$ cat config.mk
export PLATFORM = sky130hd
export DESIGN_NAME = reaction_timer
export DESIGN_NICKNAME = d
export VERILOG_FILES = /design/src/rtl/reaction_pkg.sv /design/src/rtl/btn_sync_edge.sv /design/src/rtl/reaction_timer.sv
export SDC_FILE = /design/constraint.sdc
export NUM_CORES = 1
export LEC_CHECK = 0
export ABC_AREA = 1
export CAP_MARGIN = 20
export CORE_ASPECT_RATIO = 1.25
export CORE_MARGIN = 5
export CORE_UTILIZATION = 65
export DETAILED_ROUTE_END_ITERATION = 16
export GPL_TIMING_DRIVEN = 0
export PLACE_DENSITY_LB_ADDON = 0.3
export SLEW_MARGIN = 30
export SYNTH_ARGS = -nofsm -noshare
export SYNTH_HDL_FRONTEND = slang
export SYNTH_SLANG_ARGS = --single-unit
$ cat constraint.sdc
create_clock -name clk -period 4.6 [get_ports clk]
set_clock_uncertainty 0.1 [all_clocks]
set_input_delay 0.46 -clock clk [delete_from_list [all_inputs] [get_ports clk]]
set_output_delay 0.46 -clock clk [all_outputs]
set_load 0.1 [all_outputs]
$ cat src/rtl/reaction_pkg.sv
// Shared definitions for the reaction game core: FSM states, display
// width, default timeout and the LFSR feedback taps.
package reaction_pkg;

  typedef enum logic [1:0] {
    IDLE    = 2'd0,
    WAIT    = 2'd1,
    MEASURE = 2'd2,
    RESULT  = 2'd3
  } state_e;

  localparam int DISP_W = 14;
  localparam int REACT_MAX_MS = 9999;

  // Taps 16,14,13,11 expressed as bit positions 15,13,12,10
  localparam logic [15:0] LFSR_TAPS = 16'hB400;

  // One Fibonacci step: shift left, feedback is the XOR of the tapped bits
  function automatic logic [15:0] lfsr_next(input logic [15:0] s);
    return {s[14:0], ^(s & LFSR_TAPS)};
  endfunction

endpackage

$ cat src/rtl/btn_sync_edge.sv
// Brings a raw button pin into the clock domain and turns a press into a
// single-cycle event. A held button produces exactly one event.
module btn_sync_edge (
  input  logic clk_i,
  input  logic rst_ni,
  input  logic btn_i,
  output logic evt_o
);

  logic meta_q;
  logic sync_q;
  logic prev_q;

  // Two-flop synchronizer followed by a delayed copy used for edge detection
  always_ff @(posedge clk_i or negedge rst_ni) begin
    if (!rst_ni) begin
      meta_q <= 1'b0;
      sync_q <= 1'b0;
      prev_q <= 1'b0;
    end else begin
      meta_q <= btn_i;
      sync_q <= meta_q;
      prev_q <= sync_q;
    end
  end

  assign evt_o = sync_q & ~prev_q;

endmodule

$ cat src/rtl/reaction_timer.sv
// Reaction game control core: random pre-go delay, millisecond reaction
// measurement with saturation/timeout and false-start detection.
// Optional macro REACTION_BEST_SCORE_EN adds a best_ms output that tracks
// the fastest valid reaction since reset.
module reaction_timer
  import reaction_pkg::*;
#(
  parameter int          TICK_DIV     = 100000,
  parameter int          MIN_DELAY_MS = 1000,
  parameter int          RAND_BITS    = 11,
  parameter int          MAX_MS       = REACT_MAX_MS,
  parameter logic [15:0] LFSR_SEED    = 16'hACE1
) (
  input  logic              clk,
  input  logic              rst,
  input  logic              btn_start,
  input  logic              btn_react,
  output logic [DISP_W-1:0] number,
  output logic              led_go,
  output logic              done,
  output logic              false_start
`ifdef REACTION_BEST_SCORE_EN
  ,
  output logic [DISP_W-1:0] best_ms
`endif
);

  localparam int TICK_W  = (TICK_DIV > 1) ? $clog2(TICK_DIV) : 1;
  localparam int DELAY_W = $clog2(MIN_DELAY_MS + 2 ** RAND_BITS);
  localparam logic [DISP_W-1:0] MS_MAX  = DISP_W'(MAX_MS);
  localparam logic [DISP_W-1:0] MS_LAST = DISP_W'(MAX_MS - 1);

  logic start_evt;
  logic react_evt;
  logic tick;

  state_e              state_q, state_d;
  logic [15:0]         lfsr_q;
  logic [TICK_W-1:0]   tick_cnt_q, tick_cnt_d;
  logic [DELAY_W-1:0]  delay_q, delay_d;
  logic [DISP_W-1:0]   ms_q, ms_d;
  logic [DISP_W-1:0]   number_q, number_d;
  logic                led_go_q, led_go_d;
  logic                done_q, done_d;
  logic                false_q, false_d;
`ifdef REACTION_BEST_SCORE_EN
  logic [DISP_W-1:0]   best_q, best_d;
`endif

  btn_sync_edge u_start_sync (
    .clk_i  (clk),
    .rst_ni (rst),
    .btn_i  (btn_start),
    .evt_o  (start_evt)
  );

  btn_sync_edge u_react_sync (
    .clk_i  (clk),
    .rst_ni (rst),
    .btn_i  (btn_react),
    .evt_o  (react_evt)
  );

  assign tick = (tick_cnt_q == TICK_W'(TICK_DIV - 1));

  // Next-state and output logic; prescaler restarts on WAIT/MEASURE entry
  always_comb begin
    state_d    = state_q;
    tick_cnt_d = tick ? '0 : tick_cnt_q + 1'b1;
    delay_d    = delay_q;
    ms_d       = ms_q;
    number_d   = number_q;
    led_go_d   = led_go_q;
    done_d     = done_q;
    false_d    = false_q;
`ifdef REACTION_BEST_SCORE_EN
    best_d     = best_q;
`endif
    case (state_q)
      IDLE, RESULT: begin
        if (start_evt) begin
          state_d    = WAIT;
          tick_cnt_d = '0;
          delay_d    = DELAY_W'(MIN_DELAY_MS) + DELAY_W'(lfsr_q[RAND_BITS-1:0]);
          ms_d       = '0;
          number_d   = '0;
          done_d     = 1'b0;
          false_d    = 1'b0;
        end
      end
      WAIT: begin
        if (react_evt) begin
          state_d  = RESULT;
          number_d = '0;
          false_d  = 1'b1;
          done_d   = 1'b1;
        end else if (tick) begin
          delay_d = delay_q - 1'b1;
          if (delay_q <= DELAY_W'(1)) begin
            state_d    = MEASURE;
            tick_cnt_d = '0;
            ms_d       = '0;
            led_go_d   = 1'b1;
          end
        end
      end
      MEASURE: begin
        if (react_evt) begin
          state_d  = RESULT;
          number_d = ms_q;
          led_go_d = 1'b0;
          done_d   = 1'b1;
`ifdef REACTION_BEST_SCORE_EN
          if (ms_q < best_q) best_d = ms_q;
`endif
        end else if (tick) begin
          if (ms_q >= MS_LAST) begin
            state_d  = RESULT;
            ms_d     = MS_MAX;
            number_d = MS_MAX;
            led_go_d = 1'b0;
            done_d   = 1'b1;
          end else begin
            ms_d = ms_q + 1'b1;
          end
        end
      end
      default: state_d = IDLE;
    endcase
  end

  // State, counters and held outputs; the LFSR free-runs in every state
  always_ff @(posedge clk or negedge rst) begin
    if (!rst) begin
      state_q    <= IDLE;
      lfsr_q     <= LFSR_SEED;
      tick_cnt_q <= '0;
      delay_q    <= '0;
      ms_q       <= '0;
      number_q   <= '0;
      led_go_q   <= 1'b0;
      done_q     <= 1'b0;
      false_q    <= 1'b0;
`ifdef REACTION_BEST_SCORE_EN
      best_q     <= MS_MAX;
`endif
    end else begin
      state_q    <= state_d;
      lfsr_q     <= lfsr_next(lfsr_q);
      tick_cnt_q <= tick_cnt_d;
      delay_q    <= delay_d;
      ms_q       <= ms_d;
      number_q   <= number_d;
      led_go_q   <= led_go_d;
      done_q     <= done_d;
      false_q    <= false_d;
`ifdef REACTION_BEST_SCORE_EN
      best_q     <= best_d;
`endif
    end
  end

  assign number      = number_q;
  assign led_go      = led_go_q;
  assign done        = done_q;
  assign false_start = false_q;
`ifdef REACTION_BEST_SCORE_EN
  assign best_ms     = best_q;
`endif

endmodule

Yosys cells after proc, flatten, opt, wreduce, memory -nomap -nowiden
Index checks and enable logic that the tools add are counted.
{"block": "totals", "ff_bits": 84, "output_inout_bits": 17, "word_cells": 96}
{"block": "op_classes", "n_addsub": 4, "n_lt_le_gt_ge": 2, "eq_ne": 15, "muxes": 45, "n_bitwise": 4, "n_reduce_logical": 11}
{"cell": "14-bit two-way mux", "n": 11}
{"cell": "17-bit two-way mux", "n": 5}
{"cell": "14-bit case mux with 3 select lines", "n": 2}
{"cell": "12-bit two-way mux", "n": 3}
{"cell": "17-bit case mux with 2 select lines", "n": 1}
{"cell": "12-bit case mux with 2 select lines", "n": 1}
{"cell": "17-bit by 1-bit adder with 17-bit output (second input constant)", "n": 1}
{"cell": "17-bit equality test (second input constant)", "n": 1}
{"cell": "16-bit XOR reduction", "n": 1}
{"cell": "14-bit by 1-bit adder with 14-bit output (second input constant)", "n": 1}
{"cell": "14-bit greater-or-equal comparator (second input constant)", "n": 1}
{"cell": "2-bit two-way mux", "n": 7}
{"cell": "2-bit inequality test (second input constant)", "n": 7}
{"cell": "10-bit by 11-bit adder with 12-bit output (first input constant)", "n": 1}
{"cell": "12-bit by 1-bit less-or-equal comparator with 1-bit output (second input constant)", "n": 1}
{"cell": "3-bit inequality test (second input constant)", "n": 4}
{"cell": "6-bit AND reduction", "n": 2}
{"cell": "12-bit by 1-bit subtractor with 12-bit output (second input constant)", "n": 1}
{"cell": "1-bit two-way mux", "n": 11}
{"cell": "4-bit AND reduction", "n": 2}
{"cell": "2-bit case mux with 3 select lines", "n": 1}
{"cell": "5-bit AND reduction", "n": 1}
{"cell": "2-bit equality test (second input constant)", "n": 2}
{"cell": "1-bit case mux with 2 select lines", "n": 2}
{"cell": "other kinds (8)", "n": 11}

Logic depth before layout (Yosys ltp)
{"block": "depth", "ltp_word": 6, "ltp_mapped": 14, "depth_no_buf": 13}

Hierarchy
Synthesis repeated with hierarchy kept, for this count alone.
{"block": "unflattened", "cells_unflattened": 632, "area_unflattened_um2": 4713.3}
{"mod": "reaction_timer", "instances": 1, "cells_per_inst": 622, "area_per_inst_um2": 4543.1, "seq_area_each_um2": 1961.9}
{"mod": "btn_sync_edge", "instances": 2, "cells_per_inst": 5, "area_per_inst_um2": 85.1, "seq_area_each_um2": 75.1}

Worst setup path after synthesis
No wires, ideal clock.
{"block": "synth_path", "path_kind": "flip-flop to flip-flop", "from": "reg delay_q[0]", "to": "reg ms_q[6]", "setup_time_ns": 0.117, "t_arrival_ns": 1.519, "path_slack_ns": 2.865, "path_stages_with_launch": 14, "path_buffers": 2, "cell_sequence": "dfrtp_1 > inv_1 > ha_1 > clkbuf_2 > o21ai_0 > nor2_1 > nand2_1 > nand2_1 > nand2_1 > nor2_1 > nand2_2 > buf_6 > nand2_1 > nand2_1"}
{"block": "synth_between", "elab_chain_cells": 3}
{"item": "start: declaration", "line_no": "reaction_timer.sv:40", "source": "logic [DELAY_W-1:0] delay_q, delay_d;"}
{"item": "start signal: assignment", "line_no": "reaction_timer.sv:151", "source": "delay_q <= delay_d;"}
{"item": "12-bit by 1-bit less-or-equal comparator with 1-bit output", "line_no": "reaction_timer.sv:99", "source": "if (delay_q <= DELAY_W'(1)) begin"}
{"item": "2-bit inequality test (no source line)"}
{"item": "6-bit AND reduction (no source line)"}
{"item": "end signal: assignment", "line_no": "reaction_timer.sv:152", "source": "ms_q <= ms_d;"}
{"item": "end: declaration", "line_no": "reaction_timer.sv:41", "source": "logic [DISP_W-1:0] ms_q, ms_d;"}
Every way passes these cells.
A chain may end at the register's enable or synchronous reset.

Worst setup path after layout
{"block": "layout_path", "from": "reg false_q (netlist: false_start)", "to": "out false_start"}
{"item": "start: declaration", "line_no": "reaction_timer.sv:45", "source": "logic false_q, false_d;"}
{"item": "start signal: assignment", "line_no": "reaction_timer.sv:156", "source": "false_q <= false_d;"}
{"item": "end: declaration", "line_no": "reaction_timer.sv:21", "source": "output logic false_start"}
No word-level cell between the ends.

==> flow_summary.toml <==
[sta]
fin_worst_hold_slack_ns = 0.2619
fin_crit_ns = 2.440
fmax_ghz = 0.4098
rsz0062_at_grt = "no"
final-setup-viol-count = 0
finalHoldViolCount = 0
final.period_utilization_pct = 53.05
finalSetupTns_ns = 0
tightest_slew_ns = 0.9776
drv_slew = 0
slew_headroom_pct = 34.62

[grt]
grt_max_degree = 50
gr-total-overflow = 0
antenna_found_initial = 0
grt_pass1_vias = 3905
grt_pass1_wl_um = 16860
grt_busiest_layer = "met2"
grtUsageMet1_pct = 29.48
met2_usage_pct = 38.00
gr-usage-met3_pct = 3.645
grtUsageTotal_pct = 23.14

[power_and_ir_drop]
irDropWorstVdd_mv = 0.3615
power.total_mw = 2.864
p_leak_nw = 2.599
p_per_area_nw_per_um2 = 559.0

[routing]
drtIter0Drc = 223
vias_per_cell = 5.284
drcViolationCount = 0
dr.pass1.iters = 5
routedWlPerCell_um = 12.83
num_vias = 3947
drtAntennaViolNets = 0
drt_wl_total_um = 9584

[yosys]
yosys_warnings = 0
async_flop_share_pct = 100.0
seq_area_frac_synth_pct = 45.99
ys_types = 32
synth_edf_count = 0
synth-main-ff-cell = "dfrtp_1"
netlist_instances = 619
syn_avg_cell_area_sq_um = 7.418
ys_ff_latch = 84
synth_fp_nets = 631
syn_area_sq_um = 4592

[floorplan]
num_rows = 34
dieArea_sq_um = 8856
start_util_pct = 66.22
pin_count = 21
core_sq_um = 6934
die_x_um = 85.18
die_height_um = 104.0

[finish]
antenna_cells = 0
stdcell_area_sq_um = 5124
areaGrowthSynthToFinish_pct = 11.58
drive_gt1_share_pct = 9.285
instances_no_fill = 747
layout_common_cells = "211 x nand2_1, 79 x nor2_1, 76 x dfrtp_1, 70 x inv_1, 36 x nand3_1"
final_common_cell = "nand2_1"
layout.nets = 664

[place]
placed_cell_area_sq_um = 4933
io_buffers = 20
dp_hpwl_um = 7085
gp_congestion = 0.8937
place_inst = 730

[setup_path]
path_class = "reg -> out"
cp_slowest_cell = "clkdlybuf4s50_1"
worstPathArrival_ns = 1.88
critPathMaxStageDelay_ns = 1.14
critPathBufInv = 1
start_kind = "flop"
crit_chain = "clkdlybuf4s50_1"
cp_data_required_time_ns = 4.04
worstSetupEndpointType = "output pin"
cp_top_family = "buffers and inverters"
crit_fanout = 2

[min_path]
hold_class = "reg -> reg"

[clock_tree]
path_clk_slew_ns = 0.09
cts_tree = "built"
h-tree-depth = 3
clk-insertion-delay-late_ns = 0.36
ctsResizeCount = 0
cts_setup_buffers = 0
clock_path_buffers = 2
ctsHoldBuffers = 1
cts.sinks = 84
clockRootBuffer = "clkbuf_8"
numCtsBuffers = 9

[status]
run_status = "completed"

[job]
maxCapViolCount = 0
## worst paths after layout
check / slack (ns) / startpoint / endpoint / depth (start not counted)
max: 2.16 / false_start$_DFFE_PN0P_ / false_start / 1
min: 0.26 / u_react_sync.meta_q$_DFF_PN0_ / u_react_sync.sync_q$_DFF_PN0_ / 0
max reg2reg: 2.52 / delay_q[0]$_DFFE_PN0P_ / ms_q[9]$_DFFE_PN0P_ / 13
min reg2reg: 0.26 / u_react_sync.meta_q$_DFF_PN0_ / u_react_sync.sync_q$_DFF_PN0_ / 0
max in group asynchronous: 3.36 / rst / lfsr_q[11]$_DFF_PN1_ / 3
min in group asynchronous: 0.45 / rst / delay_q[2]$_DFFE_PN0P_ / 2
## final cells by class
class                      instances  area, sq um
inverter                          77        291.5
buffer                            15        100.1
multi-input combinational        443         2088
tap                               90        112.6
clock buffer                       9        123.9
timing repair buffer              22        239.0
fill                             529         1810
clock inverter                     7        56.30
sequential                        84         2112
## through the flow
stage	setup WS [ns]	util (%)
after global placement	0.1722	70.73
final	2.160	73.89
after detailed placement	2.530	71.15
after global routing	2.121	73.89
after floorplan	2.865	-
after CTS	2.135	73.89
## logic make-up after synthesis
logic type | count (synthesis) | share of synthesized area [%]
AOI/OAI and AO/OA | 50 | 5.695
xor gates and xnor gates | 20 | 3.815
and+or+nand+nor | 365 | 33.79
DFF | 84 | 45.99
buffers and inverters | 92 | 8.528
adders and majority gates | 8 | 2.180
## cells in the mapped netlist, types with 6 or more instances
cell type	count	area share [%]
a21oi_1	14	1.5
dfrtp_1	76	41
dfstp_2	8	4.6
ha_1	8	2.2
inv_1	70	5.7
nand2_1	211	17
nand3_1	36	3.9
nand4_1	13	1.8
nor2_1	79	6.5
nor2_2	6	0.82
nor3_1	7	0.76
o21ai_0	32	3.5
xor2_1	15	2.9
## routing by layer
metal	share of wire (%)	up-vias
met1	44	1842
met2	49	104
met3	4.7	22
li1	-	1979
met4	1.9	0
met5	0	-
## registers in the layout, indices dropped and copies added (netlist names), 2 cells and up
register and cells:
delay_q 12, lfsr_q 16, ms_q 14, number 14, state_q 2, tick_cnt_q 17
## report_power, final
group	internal, mW	leakage (nW)	switching (mW)	total, mW
Combinational	0.432	1.41	1.00	1.43
Sequential	0.850	1.10	0.0896	0.940
Clock	0.204	0.0910	0.287	0.491
Total	1.49	2.60	1.38	2.86
Note: power is estimated with default switching activity, not from simulation.
